**src/rtl/prv_trap_pkg.sv**
```systemverilog
// Shared definitions for the machine-mode trap sequencer: state encoding,
// mstatus field positions and the latched trap cause record.
package prv_trap_pkg;

    localparam logic [2:0] S_IDLE     = 3'd0;
    localparam logic [2:0] S_FLUSH    = 3'd1;
    localparam logic [2:0] S_COMMIT   = 3'd2;
    localparam logic [2:0] S_MRET     = 3'd3;
    localparam logic [2:0] S_REDIRECT = 3'd4;

    typedef enum logic [2:0] {
        ST_IDLE     = S_IDLE,
        ST_FLUSH    = S_FLUSH,
        ST_COMMIT   = S_COMMIT,
        ST_MRET     = S_MRET,
        ST_REDIRECT = S_REDIRECT
    } trap_state_t;

    localparam int unsigned MSTATUS_MIE    = 3;
    localparam int unsigned MSTATUS_MPIE   = 7;
    localparam int unsigned MSTATUS_MPP_LO = 11;
    localparam int unsigned MSTATUS_MPP_HI = 12;

    typedef struct packed {
        logic       intr;
        logic [3:0] code;
    } cause_t;

endpackage

```
**src/rtl/prv_irq_prio.sv**
```systemverilog
// Masked interrupt priority encoder: the lowest-numbered pending line wins.
module prv_irq_prio #(
    parameter int unsigned NUM_IRQ = 8
) (
    input  logic [NUM_IRQ-1:0] irq,
    input  logic [NUM_IRQ-1:0] mask,
    output logic               valid,
    output logic [3:0]         index
);

    logic [NUM_IRQ-1:0] pending;

    assign pending = irq & mask;
    assign valid   = |pending;

    // Scan from the top down so the last hit is the lowest index.
    always_comb begin
        index = '0;
        for (int unsigned i = NUM_IRQ; i > 0; i--) begin
            if (pending[i-1]) index = 4'(i - 1);
        end
    end

endmodule

```
**src/rtl/prv_trap_ctrl.sv**
```systemverilog
// Machine-mode trap sequencer: takes exceptions, masked interrupts and mret,
// drains the pipeline, strobes CSR updates and redirects fetch.
module prv_trap_ctrl
    import prv_trap_pkg::*;
#(
    parameter int unsigned XLEN        = 32,
    parameter int unsigned NUM_IRQ     = 8,
    parameter bit          VECTORED_EN = 1'b1
) (
    input  logic               CLK,
    input  logic               RST,
    input  logic               ex_valid,
    input  logic [3:0]         ex_cause,
    input  logic [XLEN-1:0]    ex_badaddr,
    input  logic [XLEN-1:0]    epc_in,
    input  logic               mret,
    input  logic [NUM_IRQ-1:0] irq,
    input  logic               pipe_ack,
    input  logic [XLEN-1:0]    mstatus,
    input  logic [XLEN-1:0]    mie,
    input  logic [XLEN-1:0]    mtvec,
    input  logic [XLEN-1:0]    mepc,
    output logic               pipe_flush,
    output logic               mip_rup,
    output logic [XLEN-1:0]    mip_next,
    output logic               mcause_rup,
    output logic [XLEN-1:0]    mcause_next,
    output logic               mepc_rup,
    output logic [XLEN-1:0]    mepc_next,
    output logic               mbadaddr_rup,
    output logic [XLEN-1:0]    mbadaddr_next,
    output logic               mstatus_rup,
    output logic [XLEN-1:0]    mstatus_next,
    output logic [XLEN-1:0]    insert_pc,
    output logic               insert_pc_valid
);

    trap_state_t     state;
    cause_t          lat_cause;
    logic [XLEN-3:0] lat_epc;
    logic [XLEN-1:0] lat_badaddr;
    logic            lat_exc;
    logic            lat_mret;

    logic            irq_valid;
    logic [3:0]      irq_index;
    logic            take_irq;
    logic [XLEN-1:0] mip_d;
    logic [XLEN-1:0] vec_base;
    logic [XLEN-1:0] vec_off;
    logic [XLEN-1:0] target;
    logic            unused_bits;

    assign unused_bits = ^{mie[XLEN-1:NUM_IRQ], epc_in[1:0]};

    prv_irq_prio #(.NUM_IRQ(NUM_IRQ)) u_prio (
        .irq   (irq),
        .mask  (mie[NUM_IRQ-1:0]),
        .valid (irq_valid),
        .index (irq_index)
    );

    assign take_irq = mstatus[MSTATUS_MIE] & irq_valid;

    always_comb begin
        mip_d              = '0;
        mip_d[NUM_IRQ-1:0] = irq;
    end

    always_ff @(posedge CLK) begin
        if (RST) begin
            state       <= ST_IDLE;
            lat_cause   <= '0;
            lat_epc     <= '0;
            lat_badaddr <= '0;
            lat_exc     <= 1'b0;
            lat_mret    <= 1'b0;
            mip_rup     <= 1'b0;
            mip_next    <= '0;
        end else begin
            mip_rup  <= 1'b1;
            mip_next <= mip_d;
            case (state)
                ST_IDLE: begin
                    if (ex_valid) begin
                        lat_cause.intr <= 1'b0;
                        lat_cause.code <= ex_cause;
                        lat_epc        <= epc_in[XLEN-1:2];
                        lat_badaddr    <= ex_badaddr;
                        lat_exc        <= 1'b1;
                        lat_mret       <= 1'b0;
                        state          <= ST_FLUSH;
                    end else if (take_irq) begin
                        lat_cause.intr <= 1'b1;
                        lat_cause.code <= irq_index;
                        lat_epc        <= epc_in[XLEN-1:2];
                        lat_exc        <= 1'b0;
                        lat_mret       <= 1'b0;
                        state          <= ST_FLUSH;
                    end else if (mret) begin
                        lat_exc  <= 1'b0;
                        lat_mret <= 1'b1;
                        state    <= ST_MRET;
                    end
                end
                ST_FLUSH:    if (pipe_ack) state <= ST_COMMIT;
                ST_COMMIT:   state <= ST_REDIRECT;
                ST_MRET:     state <= ST_REDIRECT;
                ST_REDIRECT: state <= ST_IDLE;
                default:     state <= ST_IDLE;
            endcase
        end
    end

    assign mcause_next   = {lat_cause.intr, {(XLEN-5){1'b0}}, lat_cause.code};
    assign mepc_next     = {lat_epc, 2'b00};
    assign mbadaddr_next = lat_badaddr;

    always_comb begin
        vec_base      = {mtvec[XLEN-1:2], 2'b00};
        vec_off       = '0;
        vec_off[5:2]  = lat_cause.code;
        if (lat_mret)
            target = mepc;
        else if (!lat_exc && VECTORED_EN && mtvec[1:0] == 2'b01)
            target = vec_base + vec_off;
        else
            target = vec_base;
    end

    always_comb begin
        pipe_flush      = 1'b0;
        mcause_rup      = 1'b0;
        mepc_rup        = 1'b0;
        mbadaddr_rup    = 1'b0;
        mstatus_rup     = 1'b0;
        mstatus_next    = '0;
        insert_pc_valid = 1'b0;
        insert_pc       = '0;
        case (state)
            ST_FLUSH: pipe_flush = 1'b1;
            ST_COMMIT: begin
                mcause_rup                                   = 1'b1;
                mepc_rup                                     = 1'b1;
                mbadaddr_rup                                 = lat_exc;
                mstatus_rup                                  = 1'b1;
                mstatus_next                                 = mstatus;
                mstatus_next[MSTATUS_MPIE]                   = mstatus[MSTATUS_MIE];
                mstatus_next[MSTATUS_MIE]                    = 1'b0;
                mstatus_next[MSTATUS_MPP_HI:MSTATUS_MPP_LO]  = 2'b11;
            end
            ST_MRET: begin
                pipe_flush                 = 1'b1;
                mstatus_rup                = 1'b1;
                mstatus_next               = mstatus;
                mstatus_next[MSTATUS_MIE]  = mstatus[MSTATUS_MPIE];
                mstatus_next[MSTATUS_MPIE] = 1'b1;
            end
            ST_REDIRECT: begin
                insert_pc_valid = 1'b1;
                insert_pc       = target;
            end
            default: ;
        endcase
    end

endmodule

```
**config.mk**
```make
export PLATFORM = sky130hd
export DESIGN_NAME = prv_trap_ctrl
export DESIGN_NICKNAME = d
export VERILOG_FILES = /design/src/rtl/prv_trap_pkg.sv /design/src/rtl/prv_irq_prio.sv /design/src/rtl/prv_trap_ctrl.sv
export SDC_FILE = /design/constraint.sdc
export NUM_CORES = 1
export LEC_CHECK = 0
export ABC_AREA = 0
export BUFFER_PORTS_ARGS = -buffer_cell sky130_fd_sc_hd__buf_2
export CORE_AREA = 2 2 158 160
export CTS_CLUSTER_DIAMETER = 150
export DETAILED_ROUTE_END_ITERATION = 16
export DIE_AREA = 0 0 160 162
export PLACE_DENSITY = 0.45
export SYNTH_ARGS = -nofsm -noshare
export SYNTH_HDL_FRONTEND = slang
export SYNTH_SLANG_ARGS = --single-unit
```
**constraint.sdc**
```tcl
create_clock -name CLK -period 4.5 [get_ports CLK]
set_input_delay 0.225 -clock CLK [delete_from_list [all_inputs] [get_ports CLK]]
set_output_delay 0.225 -clock CLK [all_outputs]
set_load 0.02 [all_outputs]
```
# Word-level counts from Yosys, hierarchy flattened
# Index checks and enable logic that the tools add are counted.
word_totals:
  regBits: 105
  input_bits: 209
  output_inout_bits: 199
  word_cells: 65
op_classes:
  n_addsub: 1
  n_eq_ne: 7
  muxes: 33
  bitwise: 2
  reduce_logical: 12
ops:
  columns: ["operator", "n"]
  rows:
  - ["32-bit 2-to-1 mux", 3]
  - ["32-bit one-hot mux with 2 select lines", 1]
  - ["30-bit 2-to-1 mux", 2]
  - ["3-bit 2-to-1 mux", 12]
  - ["32-bit by 6-bit adder with 32-bit output", 1]
  - ["1-bit 2-to-1 mux", 12]
  - ["5-bit 2-to-1 mux", 2]
  - ["3-bit one-hot mux with 3 select lines", 1]
  - ["8-bit AND", 1]
  - ["2-bit AND reduction", 4]
  - ["8-bit OR reduction", 1]
  - ["3-bit by 2-bit equality test with 1-bit output (second input constant)", 2]
  - ["4-bit inequality test (second input constant)", 1]
  - ["2-bit OR reduction", 2]
  - ["3-bit by 1-bit equality test with 1-bit output (second input constant)", 1]
  - ["3-bit equality test (second input constant)", 1]
  - ["3-bit logical NOT", 1]
  - ["3-bit nonzero test", 1]
  - ["2-bit by 1-bit equality test with 1-bit output (second input constant)", 1]
  - ["2-bit inequality test (second input constant)", 1]
  - ["2-bit nonzero test", 1]
  - ["1-bit AND", 1]
  - ["1-bit logical AND", 1]
  - ["1-bit logical NOT", 1]

# Depth between registers and ports, before layout
# Gate-level depths: netlist of run 1.
logic_depth:
  word_depth: 11
  depth_mapped: 9
  ltp_nobuf: 8

# Modules after synthesis
# Synthesis of run 1 repeated with hierarchy kept, for this count alone.
unflattened:
  cells_unflattened: 647
  area_unflattened_um2: 4747.1
modules_own_cells:
  columns: ["mod", "instances", "cells_per_inst", "area_each_um2", "seq_area_each_um2"]
  rows:
  - ["prv_trap_ctrl", 1, 626, 4610.7, 1621.6]
  - ["prv_irq_prio", 1, 21, 136.4, 0.0]

# Worst setup path before layout of run 1
# OpenSTA, ideal clock, no wires.
synth_path:
  kind: "flip-flop to output port"
  from: "register lat_cause (netlist bit mcause_next[0])"
  to: "output insert_pc[10]"
  t_arrival_ps: 2391
  required_time_ps: 4275
  path_slack_ps: 1884
  path_stages_with_launch: 10
  path_buffers: 1
  cell_sequence: "dfxtp_1 ha_1 inv_1 fa_1 nor2b_1 o31ai_1 clkbuf_1 nor3_1 xnor2_1 a211oi_1"
synth_between:
  elab_chain_cells: 4
synth_lines:
  columns: ["item", "line", "rtl"]
  rows:
  - ["from (decl)", "prv_trap_ctrl.sv:39", "cause_t lat_cause;"]
  - ["32-bit by 6-bit adder with 32-bit output", "prv_trap_ctrl.sv:126", "target = vec_base + vec_off;"]
  - ["32-bit 2-to-1 mux", "prv_trap_ctrl.sv:125", "else if (!lat_exc && VECTORED_EN && mtvec[1:0] == 2'b01)"]
  - ["32-bit 2-to-1 mux", "prv_trap_ctrl.sv:123", "if (lat_mret)"]
  - ["32-bit 2-to-1 mux", "prv_trap_ctrl.sv:140", "case (state)"]
  - ["to (decl)", "prv_trap_ctrl.sv:34", "output logic [XLEN-1:0] insert_pc,"]
# No other way between the ends.

# Worst setup path in the final report of run 1
layout_path:
  from: "register state[1]"
  to: "output insert_pc[8]"
layout_between:
  elab_chain_cells: 2
layout_lines:
  columns: ["item", "line", "rtl"]
  rows:
  - ["from (decl)", "prv_trap_ctrl.sv:38", "trap_state_t state;"]
  - ["from (signal assigned)", "prv_trap_ctrl.sv:72", "state <= ST_IDLE;"]
  - ["from (signal assigned)", "prv_trap_ctrl.sv:92", "state <= ST_FLUSH;"]
  - ["from (signal assigned)", "prv_trap_ctrl.sv:99", "state <= ST_FLUSH;"]
  - ["3-bit equality test", "prv_trap_ctrl.sv:140", null]
  - ["32-bit 2-to-1 mux", "prv_trap_ctrl.sv:140", null]
# No other way between the ends.

==> reports/results.tsv, run 1 <==
stage	metric	value	unit
worst_setup_path	R2R setup slack	2.43	ns
logic_synthesis	Synth cell types	44	
route	via count	5185	
worst_setup_path	Worst setup endpoint	insert_pc[8]	
power_and_ir_drop	P_leak	3.31	nW
worst_setup_path	Worst Setup SP	state[1]$_SDFFE_PP0P_	
worst_setup_path	Max Fanout on Critical Path	29	
route	drt initial violations	238	
floorplan	Starting Density	0.194	
route	Post-Route WL	18.3	mm
logic_synthesis	fraction of registers with async set/reset	0	
floorplan	Die Span X	160	um
clock_network	worst-skew pair later-pin latency	0.35	ns
floorplan	die area	0.0259	sq mm
floorplan	Rows	57	
clock_network	H-tree levels	3	
grt	largest net degree at the start of global routing	47	
place	post-detail-place hpwl	14.2	mm
logic_synthesis	top_reg_cell synth	dfxtp_1	
logic_synthesis	Synth Instances	641	
worst_setup_path	R2R Path Start	state[1]$_SDFFE_PP0P_	
floorplan	total core area	0.0241	sq mm
sta	fmax	0.341	GHz
sta	max-slew violations	0	
worst_setup_path	Worst Path Arrival	2.70	ns
worst_setup_path	CP Launch Type	flop	
sta	Slew Limit Headroom	0.366	
power_and_ir_drop	clock power share	0.347	
sta	fin crit share	0.651	
final_layout	Core Util, Final	0.278	
route	wire length per cell	14.4	um
run_status	outcome	finished, final reports clean	
power_and_ir_drop	combinational power share	0.278	
clock_network	number of setup buffers added after CTS	0	
clock_network	Worst-path clk slew	0.07	ns
logic_synthesis	Avg Cell Area, Syn	7.29	sq um
clock_network	Num CTS Buffers	9	
sta	crit path time final	2.93	ns
sta	Slew @ Worst Pin	0.951	ns
worst_setup_path	Worst setup EP type	output port	
logic_synthesis	most common cell in the netlist	nand2_1	
logic_synthesis	largest cells by area after synthesis	dfxtp_1 (35%), nand2_1 (12%), a21oi_1 (10%)	
place	GP Congestion	0.780	
logic_synthesis	synthesized area	0.00467	sq mm
final_layout	Multi-input gate area	0.00262	sq mm
sta	RSZ-0062 raised after global routing	false	
power_and_ir_drop	Power Internal	1.42	mW
logic_synthesis	Post-synth EDFFs	0	
clock_network	root buf cell	clkbuf_16	
floorplan	Ports	408	
logic_synthesis	Synth area leader	dfxtp_1	
logic_synthesis	top cell type's share of synthesized area	0.347	
logic_synthesis	Seq/Total Area, Yosys	0.347	
sta	Setup Skew	0.00551	ns
worst_setup_path	WS Path Type	reg2out	
floorplan	Die Ht	162	um
power_and_ir_drop	Net Sw Frac	0.352	
logic_synthesis	Synth warnings	0	
route	post-route antenna net violation count	0	
final_layout	Register Area	0.00162	sq mm
power_and_ir_drop	sequential power share	0.374	
min_path	Worst Hold Class	in2reg	
place	PortBufs	328	
route	Post-route DRC	0	
sta	# setup viols final	0	
sta	final hold vios	0	
clock_network	post-cts gate resize count	0	
worst_setup_path	Largest stage delay, worst path	0.76	ns
worst_setup_path	crit-path cells	nor2_1 -> nand2_1 -> inv_1 -> o21ai_0 -> a31oi_1 -> buf_2	
worst_setup_path	r2r worst-path depth	5	
final_layout	final net count	1156	
grt	vias in the first global route	4772	
grt	global-route wire length before repair	27.3	mm
worst_setup_path	Req. time, crit path	4.28	ns
power_and_ir_drop	maximum vdd drop	0.206	mV
final_layout	area added between synthesis and finish	43.3	%
route	average vias per placed instance	4.08	
final_layout	diode count	0	
clock_network	CTS tree	built	
logic_synthesis	synth cell count leaders	nand2_1 (145), a21oi_1 (93), dfxtp_1 (81)	
job	max_cap viols	0	
power_and_ir_drop	PwrDens	328	mW/mm^2
clock_network	clk sinks	81	
logic_synthesis	register bit total from synthesis	81	
grt	Total GRT Usage	0.133	
clock_network	cts-stage hold buffer count	0	
grt	gr ovfl total	0	
worst_setup_path	endpoint of the worst register-to-register path	mcause_next[1]$_SDFFE_PP0P_	
final_layout	ratio of cells with drive above 1 in the final layout	0.380	
worst_setup_path	CP max stage cell	inv_1	
clock_network	CTS max path bufs	2	
final_layout	fillcell total	2723	
grt	initial antenna violation count	1	
route	First-pass DRT Iterations	5	
power_and_ir_drop	P_sw	775	uW
sta	final setup TNS	0	ns
==> cells in the final DEF, fill, tap and decap left out, types with 11 or more instances in the layout <==
cell / Yosys / routed
inv_1: 15 / 15
o21ai_0: 29 / 29
conb_1: 1 / 53
nor3_1: 12 / 12
nor2b_1: 11 / 11
nor2_1: 21 / 20
nand2_1: 145 / 145
dfxtp_1: 81 / 81
xnor2_1: 25 / 25
a21oi_1: 93 / 93
buf_2: 6 / 328
and2_1: 30 / 30
nand3_1: 11 / 11
==> area by class of cell <==
class | instances | area share
timing repair buffer | 335 | 0.253
inverter | 15 | 0.00841
clock inverter | 7 | 0.0118
multi-input combinational | 500 | 0.391
tap | 324 | 0.0605
clock buffer | 9 | 0.0336
sequential | 81 | 0.242
==> metal layers <==
| metal | up-vias | track usage | routed length, um |
|---|---|---|---|
| met5 | - | 0 | 9 |
| met4 | 2 | 0.0348 | 210 |
| met3 | 13 | 0.0426 | 1510 |
| met2 | 217 | 0.224 | 8800 |
| met1 | 2316 | 0.164 | 7770 |
| li1 | 2637 | - | - |
==> how the worst min path moves through the flow <==
stage	from	end	slack [ns]	cells past startpoint
CTS	epc_in[11]	lat_epc[9]$_SDFFE_PP0P_	0.09	3
global route	epc_in[24]	lat_epc[22]$_SDFFE_PP0P_	0.1	3
detailed placement	mbadaddr_next[22]$_SDFFE_PP0P_	mbadaddr_next[22]$_SDFFE_PP0P_	0.44	2
global placement	mbadaddr_next[13]$_SDFFE_PP0P_	mbadaddr_next[13]$_SDFFE_PP0P_	0.44	2
finish	ex_badaddr[18]	mbadaddr_next[18]$_SDFFE_PP0P_	0.11	3
floorplan	irq[0]	mip_next[0]$_SDFF_PP0_	0.35	1
==> worst max-delay path: cells and delay by family (launching register included) <==
kind | cells | cell delay, ns
buf+inv | 2 | 0.97
flops | 1 | 0.39
compound gates | 2 | 0.55
simple gates | 2 | 0.44
==> power by group through the flow <==
stage,Combinational (mW),Sequential (mW),Clock (mW)
2_1_floorplan,0.340,0.902,0
3_3_place_gp,0.619,0.837,0
3_5_place_dp,0.619,0.840,0
4_1_cts,0.620,0.824,0.794
5_1_grt,0.673,0.832,0.826
6_report,0.612,0.823,0.764
==> state kept, by name (all words and copies together), names as in the netlist <==
register,count
mip_next,8
lat_exc,1
mbadaddr_next,32
lat_epc,30
mcause_next,5
state,3
mip_rup,1
lat_mret,1
==> logic make-up after synthesis <==
group | count (synthesis) | share of synthesized area
adders and majority gates | 5 | 0.0150
DFF | 81 | 0.347
buffers and inverters | 112 | 0.136
AOI/OAI and AO/OA | 153 | 0.181
xor gates and xnor gates | 26 | 0.0487
and+or+nand+nor | 263 | 0.272
other | 1 | 0.000802
==> metrics by stage <==
stage / setup WS (ns) / instance area, sq um / cells / hold slack (ns) / power [mW]
finish: 1.57 / 6700 / 1271 / 0.111 / 2.20
global route: 1.26 / 6700 / 1271 / 0.0998 / 2.33
CTS: 1.51 / 6700 / 1271 / 0.0908 / 2.24
detailed placement: 1.90 / 6390 / 1255 / 0.444 / 1.46
global placement: 1.87 / 6390 / 1255 / 0.440 / 1.46
floorplan: 1.88 / 4870 / 693 / 0.353 / 1.24
Note: power is estimated with default switching activity, not from simulation.
==> run 2, diff against run 1 <==
--- a/config.mk
+++ b/config.mk
@@ -7,11 +7,11 @@
 export LEC_CHECK = 0
 export ABC_AREA = 0
 export BUFFER_PORTS_ARGS = -buffer_cell sky130_fd_sc_hd__buf_2
-export CORE_AREA = 2 2 158 160
+export CORE_AREA = 2 2 160 162
 export CTS_CLUSTER_DIAMETER = 150
 export DETAILED_ROUTE_END_ITERATION = 16
-export DIE_AREA = 0 0 160 162
-export PLACE_DENSITY = 0.45
+export DIE_AREA = 0 0 162 164
+export PLACE_DENSITY = 0.44
 export SYNTH_ARGS = -nofsm -noshare
 export SYNTH_HDL_FRONTEND = slang
 export SYNTH_SLANG_ARGS = --single-unit
==> constraint.sdc (replaced) <==
create_clock -name CLK -period 2.7 [get_ports CLK]
set_input_delay 0.135 -clock CLK [delete_from_list [all_inputs] [get_ports CLK]]
set_output_delay 0.135 -clock CLK [all_outputs]
set_load 0.02 [all_outputs]
==> run 2 against run 1 <==
Against the previous run:
- non-clock buffer count rose by 10
- utilization rose by 0.054 points
- clock skew fell by 0.00094 ns
- largest power group is now clock
- wire length rose by 2.0%
- count of clock-buffer cells in the layout rose by 1
- critical path depth rose by 3
- highest routed layer is now met4
- sequential power rose by 66%
- total power rose by 74%
- sequential cell count did not move
- global-route usage barely moved
- die area rose by 2.5%
==> reports/results.tsv, run 2 (synthesized netlist as in run 1, its figures left out) <==
stage	metric	value	unit	change
clock_network	worst-skew pair later-pin latency	0.35	ns	about the same
floorplan	die area	0.0266	sq mm	+2.5%
final_layout	fin cells	1288		+1.3%
worst_setup_path	Worst Path Arrival	2.41	ns	-0.29 ns
route	drt initial violations	181		-24%
route	Post-Route WL	18.7	mm	+2.0%
grt	global-route wire length before repair	27.6	mm	+1.1%
worst_setup_path	Max Fanout on Critical Path	7		-76%
worst_setup_path	Worst Setup SP	mcause_next[0]$_SDFFE_PP0P_		
route	post-route antenna net violation count	0		unchanged
worst_setup_path	WP depth	9		+3
route	via count	5261		+1.5%
sta	Setup Skew	0.00457	ns	-0.000935 ns
place	GP Congestion	0.812		+4.0%
worst_setup_path	R2R setup slack	0.75	ns	-1.68 ns
worst_setup_path	R2R Path Start	state[1]$_SDFFE_PP0P_		
place	post-detail-place hpwl	14.5	mm	+2.2%
sta	# setup viols final	0		unchanged
worst_setup_path	Buffers & Inverters on Critical Path	3		+1
clock_network	CTS tree	built		
grt	vias in the first global route	4928		+3.3%
final_layout	final net count	1166		+0.87%
floorplan	Ports	408		unchanged
route	First-pass DRT Iterations	5		unchanged
worst_setup_path	CP max stage cell	or4_1		
place	pre-CTS setup slack	0.354	ns	-1.54 ns
floorplan	Die Span X	162	um	+1.3%
grt	initial antenna violation count	1		unchanged
route	Post-route DRC	0		unchanged
clock_network	root buf cell	clkbuf_16		
power_and_ir_drop	maximum vdd drop	0.378	mV	+83%
worst_setup_path	Worst setup EP type	output port		
worst_setup_path	Worst setup endpoint	insert_pc[8]		
final_layout	most common cell after layout, fill and taps aside	buf_2		
sta	RSZ-0062 raised after global routing	true		
sta	max-slew violations	0		unchanged
worst_setup_path	Req. time, crit path	2.57	ns	-1.71 ns
worst_setup_path	crit-path cells	ha_4 -> inv_1 -> fa_2 -> nor2b_4 -> o31ai_4 -> buf_6 -> or4_1 -> a31oi_1 -> buf_4		
sta	Slew Limit Headroom	0.597		+0.231
floorplan	Die Ht	164	um	+1.2%
clock_network	CTS max path bufs	2		unchanged
final_layout	ratio of cells with drive above 1 in the final layout	0.398		+0.0180
job	max_cap viols	0		unchanged
final_layout	area added between synthesis and finish	47.8	%	
worst_setup_path	endpoint of the worst register-to-register path	mcause_next[1]$_SDFFE_PP0P_		
sta	fin crit share	0.943		
worst_setup_path	Largest stage delay, worst path	0.40	ns	-0.36 ns
power_and_ir_drop	PwrDens	553	mW/mm^2	+69%
clock_network	Num CTS Buffers	9		unchanged
worst_setup_path	r2r worst-path depth	5		unchanged
floorplan	Starting Density	0.188		-0.00557
grt	gr ovfl total	0		unchanged
sta	fmax	0.393	GHz	
run_status	outcome	finished, final reports clean		
sta	Slew @ Worst Pin	0.604	ns	-0.347 ns
sta	crit path time final	2.55	ns	
clock_network	cts-stage hold buffer count	0		unchanged
final_layout	Core Util, Final	0.278		+0.000537
sta	Setup WS post-layout	0.155	ns	-1.42 ns
clock_network	clk sinks	81		unchanged
power_and_ir_drop	P_leak	3.40	nW	+2.7%
final_layout	max FFs per register	32		unchanged
worst_setup_path	CP Launch Type	flop		
place	Placed Cells	1268		+1.0%
sta	final hold vios	0		unchanged
route	wire length per cell	14.5	um	+0.63%
worst_setup_path	CP top delay family	simple AND/OR/NAND/NOR gates		
grt	Total GRT Usage	0.133		-0.000217
route	average vias per placed instance	4.08		+0.13%
floorplan	total core area	0.0248	sq mm	+3.0%
clock_network	H-tree levels	3		unchanged
sta	final setup TNS	0	ns	unchanged
floorplan	Rows	58		+1.8%
grt	largest net degree at the start of global routing	58		+23%
final_layout	most frequent cells in the layout	buf_2 (328), nand2_1 (145), a21oi_1 (93)		
place	PortBufs	328		unchanged
worst_setup_path	WS Path Type	reg2out		
clock_network	Worst-path clk slew	0.07	ns	about the same
min_path	Worst Hold Class	in2reg		
-- run 2: cell count changes in the layout (fill, tap and decap cells not counted), moves of 2 or more --
cell	previous run	this run
clkinvlp_4	2	0
nor3_2	1	6
nor3_1	12	7
buf_4	7	15
-- run 2: through the flow --
stage,instance area [sq um],hold WS (ns),total power [mW]
detailed placement,6460,0.380,2.45
CTS,6840,0.000120,3.89
finish,6910,0.0181,3.82
global placement,6460,0.375,2.44
global route,6910,0.00837,4.05
floorplan,4870,0.263,2.07
-- run 2: worst reg2reg max path, cell delays in order (launching register included) --
cell and delay (ns):
dfxtp_1 0.39, nor3_2 0.30, o21ai_0 0.24, or2_2 0.48
a221oi_1 0.31, a211oi_1 0.09
-- run 2: layout make-up --
class,instances,area [sq um]
diodes,1,2.50
clock buffers,10,239
repair buffers,345,1790
clock inverters,6,97.6
inverters,15,56.3
multi-input cells,500,2690
well taps,330,413
fillers,2826,17900
flip-flops and latches,81,1620
-- run 2: worst min-delay path by stage --
stage                        start                        endpoint  depth (start not counted)
floorplan                   irq[0]          mip_next[0]$_SDFF_PP0_                          1
global placement    ex_badaddr[31]  mbadaddr_next[31]$_SDFFE_PP0P_                          3
detailed placement  ex_badaddr[13]  mbadaddr_next[13]$_SDFFE_PP0P_                          3
CTS                     epc_in[11]         lat_epc[9]$_SDFFE_PP0P_                          3
global route            epc_in[22]        lat_epc[20]$_SDFFE_PP0P_                          3
finish               ex_badaddr[6]   mbadaddr_next[6]$_SDFFE_PP0P_                          3
-- run 2: power breakdown --
group,switching [mW],total (mW),internal (mW)
Combinational,0.691,1.06,0.367
Clock,0.547,1.40,0.849
Sequential,0.0675,1.37,1.30
-- run 2: routing by layer --
metal  global-route usage  routed length, um  vias to the layer above  share of wire
li1                     -                  -                     2673              -
met1                0.159               7670                     2348           0.41
met2                0.220               8770                      221           0.47
met3               0.0515               1890                       19           0.10
met4               0.0398                331                        0          0.018
met5                    0                  0                        -              0
-- run 2: repair_timing --
item	CTS	global route
buffers inserted	1	1
pin swaps	0	1
resized for setup	5	14
cloned	1	0
setup endpoints to repair	5	14
